$ cat src/rtl/mips_pkg.sv
// Shared MIPS pipeline definitions: control-bit positions, MEM-stage FSM
// encoding and the MEM/WB register payload.
package mips_pkg;

  localparam int unsigned RW_BIT  = 1;
  localparam int unsigned M2R_BIT = 0;

  localparam int unsigned BR_BIT  = 2;
  localparam int unsigned MR_BIT  = 1;
  localparam int unsigned MW_BIT  = 0;

  typedef enum logic {
    IDLE   = 1'b0,
    ACCESS = 1'b1
  } mem_state_e;

  typedef struct packed {
    logic [1:0]  wb;
    logic [31:0] rdata;
    logic [31:0] alu;
    logic [4:0]  wr;
    logic        valid;
  } memwb_t;

endpackage

$ cat src/rtl/memwb_reg.sv
// MEM/WB pipeline register with asynchronous active-low reset and load enable.
module memwb_reg
  import mips_pkg::*;
(
  input  logic   clk_i,
  input  logic   rst_ni,
  input  logic   load_i,
  input  memwb_t d_i,
  output memwb_t q_o
);

  memwb_t memwb_q;

  always_ff @(posedge clk_i or negedge rst_ni) begin
    if (!rst_ni) begin
      memwb_q <= '0;
    end else if (load_i) begin
      memwb_q <= d_i;
    end
  end

  assign q_o = memwb_q;

endmodule

$ cat src/rtl/mem_stage_ctrl.sv
// MEM stage: branch resolve, req/ready data-memory handshake with timeout,
// upstream stall generation and MEM/WB register update.
module mem_stage_ctrl
  import mips_pkg::*;
#(
  parameter int unsigned TIMEOUT = 16,
  parameter int unsigned CNT_W   = 8
) (
  input  logic        Clk,
  input  logic        Reset_n,
  input  logic        Valid_IN,
  input  logic [1:0]  WB_IN,
  input  logic [2:0]  MEM_IN,
  input  logic [31:0] BranchPC_IN,
  input  logic        Zero_IN,
  input  logic [31:0] AluResult_IN,
  input  logic [31:0] RD2_IN,
  input  logic [4:0]  WR_IN,
  output logic        Stall,
  output logic        PCSrc,
  output logic [31:0] BranchPC_OUT,
  output logic        DMemReq,
  output logic        DMemWe,
  output logic [31:0] DMemAddr,
  output logic [31:0] DMemWData,
  input  logic [31:0] DMemRData,
  input  logic        DMemReady,
  output logic [1:0]  WB_OUT,
  output logic [31:0] ReadData_OUT,
  output logic [31:0] AluResult_OUT,
  output logic [4:0]  WR_OUT,
  output logic        Valid_OUT,
  output logic        MemErr
);

  localparam logic [CNT_W-1:0] LAST = CNT_W'(TIMEOUT - 1);

  mem_state_e       state_q, state_d;
  logic [CNT_W-1:0] cnt_q, cnt_d;
  logic [31:0]      addr_q, addr_d;
  logic [31:0]      wdata_q, wdata_d;
  logic             we_q, we_d;
  logic             err_q, err_d;
  logic             stall_c;
  logic             load_c;
  logic             memop;
  logic             at_last;
  memwb_t           memwb_d, memwb_q;

  assign memop   = Valid_IN & (MEM_IN[MR_BIT] | MEM_IN[MW_BIT]);
  assign at_last = (cnt_q == LAST);

  always_comb begin
    state_d = state_q;
    cnt_d   = cnt_q;
    addr_d  = addr_q;
    wdata_d = wdata_q;
    we_d    = we_q;
    err_d   = err_q;
    stall_c = 1'b0;
    load_c  = 1'b1;
    memwb_d = '{wb: WB_IN, rdata: '0, alu: AluResult_IN, wr: WR_IN, valid: Valid_IN};
    unique case (state_q)
      IDLE: begin
        if (memop) begin
          if (MEM_IN[MR_BIT] && MEM_IN[MW_BIT]) err_d = 1'b1;
          if (AluResult_IN[1:0] != 2'b00) begin
            memwb_d.wb = '0;
            err_d      = 1'b1;
          end else begin
            stall_c = 1'b1;
            addr_d  = AluResult_IN;
            wdata_d = RD2_IN;
            we_d    = MEM_IN[MW_BIT];
            cnt_d   = '0;
            state_d = ACCESS;
            memwb_d = '0;
          end
        end
      end
      ACCESS: begin
        stall_c       = ~DMemReady & ~at_last;
        memwb_d.valid = 1'b1;
        if (DMemReady) begin
          memwb_d.rdata = we_q ? '0 : DMemRData;
          state_d       = IDLE;
        end else if (at_last) begin
          memwb_d.wb = '0;
          err_d      = 1'b1;
          state_d    = IDLE;
        end else begin
          // MEM/WB keeps the bubble captured at issue while waiting.
          cnt_d  = cnt_q + 1'b1;
          load_c = 1'b0;
        end
      end
      default: state_d = IDLE;
    endcase
  end

  always_ff @(posedge Clk or negedge Reset_n) begin
    if (!Reset_n) begin
      state_q <= IDLE;
      cnt_q   <= '0;
      addr_q  <= '0;
      wdata_q <= '0;
      we_q    <= 1'b0;
      err_q   <= 1'b0;
    end else begin
      state_q <= state_d;
      cnt_q   <= cnt_d;
      addr_q  <= addr_d;
      wdata_q <= wdata_d;
      we_q    <= we_d;
      err_q   <= err_d;
    end
  end

  memwb_reg u_memwb (
    .clk_i  (Clk),
    .rst_ni (Reset_n),
    .load_i (load_c),
    .d_i    (memwb_d),
    .q_o    (memwb_q)
  );

  // Stall is partly combinational from EX/MEM, so it is masked during reset.
  assign Stall         = stall_c & Reset_n;
  assign PCSrc         = Valid_IN & MEM_IN[BR_BIT] & Zero_IN;
  assign BranchPC_OUT  = BranchPC_IN;
  assign DMemReq       = (state_q == ACCESS);
  assign DMemWe        = we_q;
  assign DMemAddr      = addr_q;
  assign DMemWData     = wdata_q;
  assign WB_OUT        = memwb_q.wb;
  assign ReadData_OUT  = memwb_q.rdata;
  assign AluResult_OUT = memwb_q.alu;
  assign WR_OUT        = memwb_q.wr;
  assign Valid_OUT     = memwb_q.valid;
  assign MemErr        = err_q;

endmodule

$ cat config.mk
export PLATFORM = sky130hd
export DESIGN_NAME = mem_stage_ctrl
export DESIGN_NICKNAME = d
export VERILOG_FILES = /design/src/rtl/mips_pkg.sv /design/src/rtl/memwb_reg.sv /design/src/rtl/mem_stage_ctrl.sv
export SDC_FILE = /design/constraint.sdc
export NUM_CORES = 1
export LEC_CHECK = 0
export CAP_MARGIN = 20
export CORE_MARGIN = 10
export CORE_UTILIZATION = 43
export CTS_CLUSTER_DIAMETER = 100
export CTS_CLUSTER_SIZE = 40
export DETAILED_ROUTE_END_ITERATION = 10
export HOLD_SLACK_MARGIN = 0.02
export PLACE_DENSITY = 0.89
export SLEW_MARGIN = 20
export SYNTH_ARGS = -nofsm -noshare
export SYNTH_HDL_FRONTEND = slang
export SYNTH_SLANG_ARGS = --single-unit
$ cat constraint.sdc
create_clock -name Clk -period 4.3 [get_ports Clk]
set_input_delay 0.43 -clock Clk [delete_from_list [all_inputs] [get_ports Clk]]
set_output_delay 0.43 -clock Clk [all_outputs]
set_load 0.005 [all_outputs]
# Word level (Yosys, flattened, before mapping)
# Cells that the tools add are included.
dict set report op_classes {
  reduce_logical 5
  bitwise 10
  muxes 29
  n_eq_ne 7
  n_addsub 1
}
# op n
set ops {}
lappend ops {{$mux W72} 1}
lappend ops {{$pmux W34 S2} 1}
lappend ops {{$mux W32} 2}
lappend ops {{$mux W38} 1}
lappend ops {{$mux W37} 1}
lappend ops {{$mux W8} 4}
lappend ops {{$pmux W8 S2} 1}
lappend ops {{$mux W1} 12}
lappend ops {{$add A8 B1 Y8 const B} 1}
lappend ops {{$eq A8 B4 Y1 const B} 1}
lappend ops {{$ne A2 B2 Y1 const B} 4}
lappend ops {{$pmux W1 S2} 4}
lappend ops {{$reduce_and A4 Y1} 2}
lappend ops {{$and A1 B1 Y1} 5}
lappend ops {{$mux W2} 2}
lappend ops {{$not A1 Y1} 4}
lappend ops {{$ne A3 B3 Y1 const B} 1}
lappend ops {{$reduce_and A3 Y1} 1}
lappend ops {{$ne A2 B1 Y1 const B} 1}
lappend ops {{$reduce_bool A2 Y1} 1}
lappend ops {{$logic_and A1 B1 Y1} 1}
lappend ops {{$or A1 B1 Y1} 1}
dict set report word_totals {
  elab_cells 63
  register_bits 147
  in_bits 143
  out_inout_bits 173
}

# Depth between registers and ports, before layout
dict set report depth {
  word_depth 5
  mapped_depth 6
}

# Modules after synthesis
# From an unflattened synthesis, not the netlist that was laid out.
dict set report hier_totals {
  cells_unflattened 465
  hier_area_um2 6837.8
}
# mod area_per_inst_um2 n_inst cells_each seq_area_each_um2
set modules_own_cells {}
lappend modules_own_cells {mem_stage_ctrl 3811.2 1 313 1876.8}
lappend modules_own_cells {memwb_reg 3026.7 1 152 1801.7}

# Worst setup path after synthesis
# OpenSTA, ideal clock, no wires.
dict set report synth_timing {
  path_kind {input-to-output}
  start {in AluResult_IN[0]}
  end {out Stall}
  arrival_ps 1587
  path_buffers 3
  stages 6
  required_time_ps 3870
  setup_slack_ps 2283
  path_cell_list {or2_0 -> clkbuf_1 -> nor3_4 -> buf_4 -> buf_4 -> o21a_1}
}
dict set report synth_via {
  elab_chain_len 5
}
# item line_no
set synth_lines {}
lappend synth_lines {{start, declared} mem_stage_ctrl.sv:16} ;# input logic [31:0] AluResult_IN,
lappend synth_lines {{$reduce_bool A2 Y1} mem_stage_ctrl.sv:67} ;# if (AluResult_IN[1:0] != 2'b00) begin
lappend synth_lines {{$mux W1} mem_stage_ctrl.sv:67}
lappend synth_lines {{$mux W1} mem_stage_ctrl.sv:65} ;# if (memop) begin
lappend synth_lines {{$pmux W1 S2} mem_stage_ctrl.sv:63} ;# unique case (state_q)
lappend synth_lines {{$and A1 B1 Y1} mem_stage_ctrl.sv:128} ;# assign Stall = stall_c & Reset_n;
lappend synth_lines {{end, declared} mem_stage_ctrl.sv:19} ;# output logic Stall,
# Every way passes these cells.

# Final worst setup path
dict set report layout_timing {
  start {in DMemReady}
  end {out Stall}
}
dict set report layout_via {
  elab_chain_len 4
}
# item line_no
set layout_lines {}
lappend layout_lines {{start, declared} mem_stage_ctrl.sv:27} ;# input logic DMemReady,
lappend layout_lines {{$not A1 Y1} mem_stage_ctrl.sv:82} ;# stall_c = ~DMemReady & ~at_last;
lappend layout_lines {{$and A1 B1 Y1} mem_stage_ctrl.sv:82}
lappend layout_lines {{$pmux W1 S2} mem_stage_ctrl.sv:63}
lappend layout_lines {{$and A1 B1 Y1} mem_stage_ctrl.sv:128}
# Every way passes these cells.

==> impl_metrics.tcl <==
set metrics [dict create \
    outcome "complete, no violations" \
    ios 316 \
    netlist_area_um2 6150 \
    numCtsBuffers 17 \
    viasPerCell 5.38 \
    num_antenna_cells 0 \
    cp_cell_sequence "clkdlybuf4s50_1, nand2b_1, a21oi_4, o21a_1, clkdlybuf4s50_1" \
    dp_hpwl_um 14000 \
    syn_to_final_growth_pct 48.1 \
    post-route-min-period_ns 2.71 \
    cpMostUsedCell "clkdlybuf4s50_1" \
    final_area_um2 9110 \
    tightest_slew_ns 0.905 \
    post-place-ws_ns 1.48 \
    post_drt_wl_per_cell_um 22.1 \
    criticalPathCategory "in -> out" \
    hold_ws_ns 0.0586 \
    post_cts_buffers 0 \
    setup_slack_ns 1.59 \
    slowest_delay_ns 0.53 \
    antenna_found_initial 0 \
    setup_viol 0 \
    cp_max_fo 14 \
    ys_seq_area_share_pct 59.8 \
    vias 4703 \
    synth_edf_count 0 \
    p_per_area_nw_per_um2 429 \
    cts_tree "yes" \
    setup-tns-final_ns 0 \
    wl_um 19300 \
    vdd_drop_max_uv 261 \
    cts.reportedPaths.clkPinSlew_ns 0.06 \
    fp.dieH_um 140 \
    crit_path_top_delay_cell "clkdlybuf4s50_1" \
    grt_util_all_layers_pct 19.6 \
    min_path_type "in -> async" \
    critPathLaunchType "primary input" \
    initial_utilization_pct 44.1 \
    place_congestion 0.843 \
    finalCritPeriodShare_pct 63.0 \
    placed_cell_area_um2 8560 \
    grt_pass1_wl_um 30100 \
    grt_max_degree 107 \
    synth-main-ff-cell "dfrtp_1" \
    hold_buffers 0 \
    ant_nets 0 \
    grt-ovfl-total 0 \
    drive_gt1_share_pct 12.0 \
    clkLatencyLatePin_ns 0.42 \
    arrival_ns 2.28 \
    syn_inst 478 \
    end_kind "primary output" \
    final_max_slew_viol_count 0 \
    cts_buffer_depth 2 \
    reg2reg_to "cnt_q[6]$_DFFE_PN0P_" \
    synthesis.nets 622 \
    ys_warn_count 0 \
    finalHoldViolCount 0 \
    r2r_setup_slack_ns 1.92 \
    clockRootBuffer "clkbuf_16" \
    dieArea_um2 19500 \
    first_iter_violations 197 \
    ff2ff_path_depth 4 \
    path_buf_inv 2 \
    worstReg2RegStart "cnt_q[0]$_DFFE_PN0P_" \
    portBuffers 251 \
    async_reset_ff_share_pct 100 \
    max_slew_margin_pct 39.6 \
    synth_cell_types 35 \
    drv_cap 0 \
    drc 0 \
    grt_pass1_vias 5123 \
    crit_family "buffers and inverters" \
    finalClockSkew_ns 0.0108 \
    die_w_um 140 \
    dr.pass1.iters 4 \
    syn_avg_cell_area_um2 12.9 \
    layout.nets 828 \
    row_count 43 \
    ys_ff_latch 147 \
    htreeDepth 4 \
    fmax_mhz 369 \
    cts_resized 0 \
    p_leak_nw 3.85 \
    clock_sinks 147 \
    required_ns 3.87 \
    core_um2 13900 \
    postLayoutCoreUtil_pct 65.4 \
    rsz0062_at_grt "no" \
]
==> cells in the mapped netlist, types with 5 or more instances <==
library cell  count  area (um2)
a21oi_1           5        25.0
dfrtp_1         147        3680
nand2_1           6        22.5
nor2_1            5        18.8
mux2_1           23         259
o211ai_1         36         270
inv_1            36         135
mux2_2           42         473
o31ai_1          41         308
clkbuf_1         26        97.6
buf_4            38         285
a22o_1           32         280
==> registers in the layout, summed over array words and instances, names as in the netlist <==
signal	flops
DMemWe	1
DMemReq	1
DMemAddr	32
u_memwb.q_o	72
cnt_q	8
MemErr	1
DMemWData	32
==> stage by stage <==
step	power, mW	cells
floorplan	1.96	478
global placement	2.52	845
detailed placement	2.56	845
CTS	3.97	874
global route	4.10	874
finish	3.91	874
==> where the power goes <==
group          internal, mW  total (mW)  switching, mW
registers              1.58        1.70          0.118
clock network         0.829        1.38          0.553
logic                 0.543       0.826          0.283
total                  2.96        3.91          0.954
==> area by class of cell <==
type,instances,area (um2)
Clock inverter,9,83.8
Inverter,36,135
Tap cell,180,225
Sequential cell,147,3680
Clock buffer,20,467
Multi-Input combinational cell,227,1960
Timing Repair Buffer,255,2560
Fill cell,1019,4830
==> per-layer routing <==
layer	GRT usage (%)	routed length (um)
met2	33.0	9850
met3	8.13	1910
met4	11.3	920
met5	0	0
met1	20.1	6600
==> logic make-up after synthesis <==
logic type | count (synthesis) | synth area share (%)
buffers and inverters | 104 | 8.75
multiplexers | 68 | 12.4
adder cells (fa/ha/maj) | 1 | 0.203
AO/OA/AOI/OAI | 126 | 15.7
AND/OR/NAND/NOR | 32 | 3.11
flip-flops | 147 | 59.8
==> cell usage in the layout (no fill, tap or decap), types with 3 or more instances in the layout <==
| cell type | n |
|---|---|
| a21oi_1 | 5 |
| a22o_1 | 32 |
| buf_4 | 3 |
| clkbuf_16 | 17 |
| clkbuf_8 | 3 |
| clkdlybuf4s50_1 | 250 |
| clkinv_2 | 4 |
| clkinv_4 | 3 |
| dfrtp_1 | 147 |
| inv_1 | 36 |
| mux2_1 | 23 |
| mux2_2 | 42 |
| mux2i_1 | 3 |
| nand2_1 | 6 |
| nor2_1 | 4 |
| o211ai_1 | 36 |
| o21ai_0 | 4 |
| o31ai_1 | 41 |
| or4_1 | 4 |
==> worst max-delay path by stage <==
stage	to	startpoint	cells past startpoint
finish	Stall	DMemReady	5
global route	Stall	AluResult_IN[0]	5
CTS	Stall	AluResult_IN[0]	5
detailed placement	u_memwb.q_o[6]$_DFFE_PN0P_	DMemReady	5
global placement	u_memwb.q_o[7]$_DFFE_PN0P_	DMemReady	5
floorplan	Stall	AluResult_IN[0]	6
(Power assumes the default switching activity.)
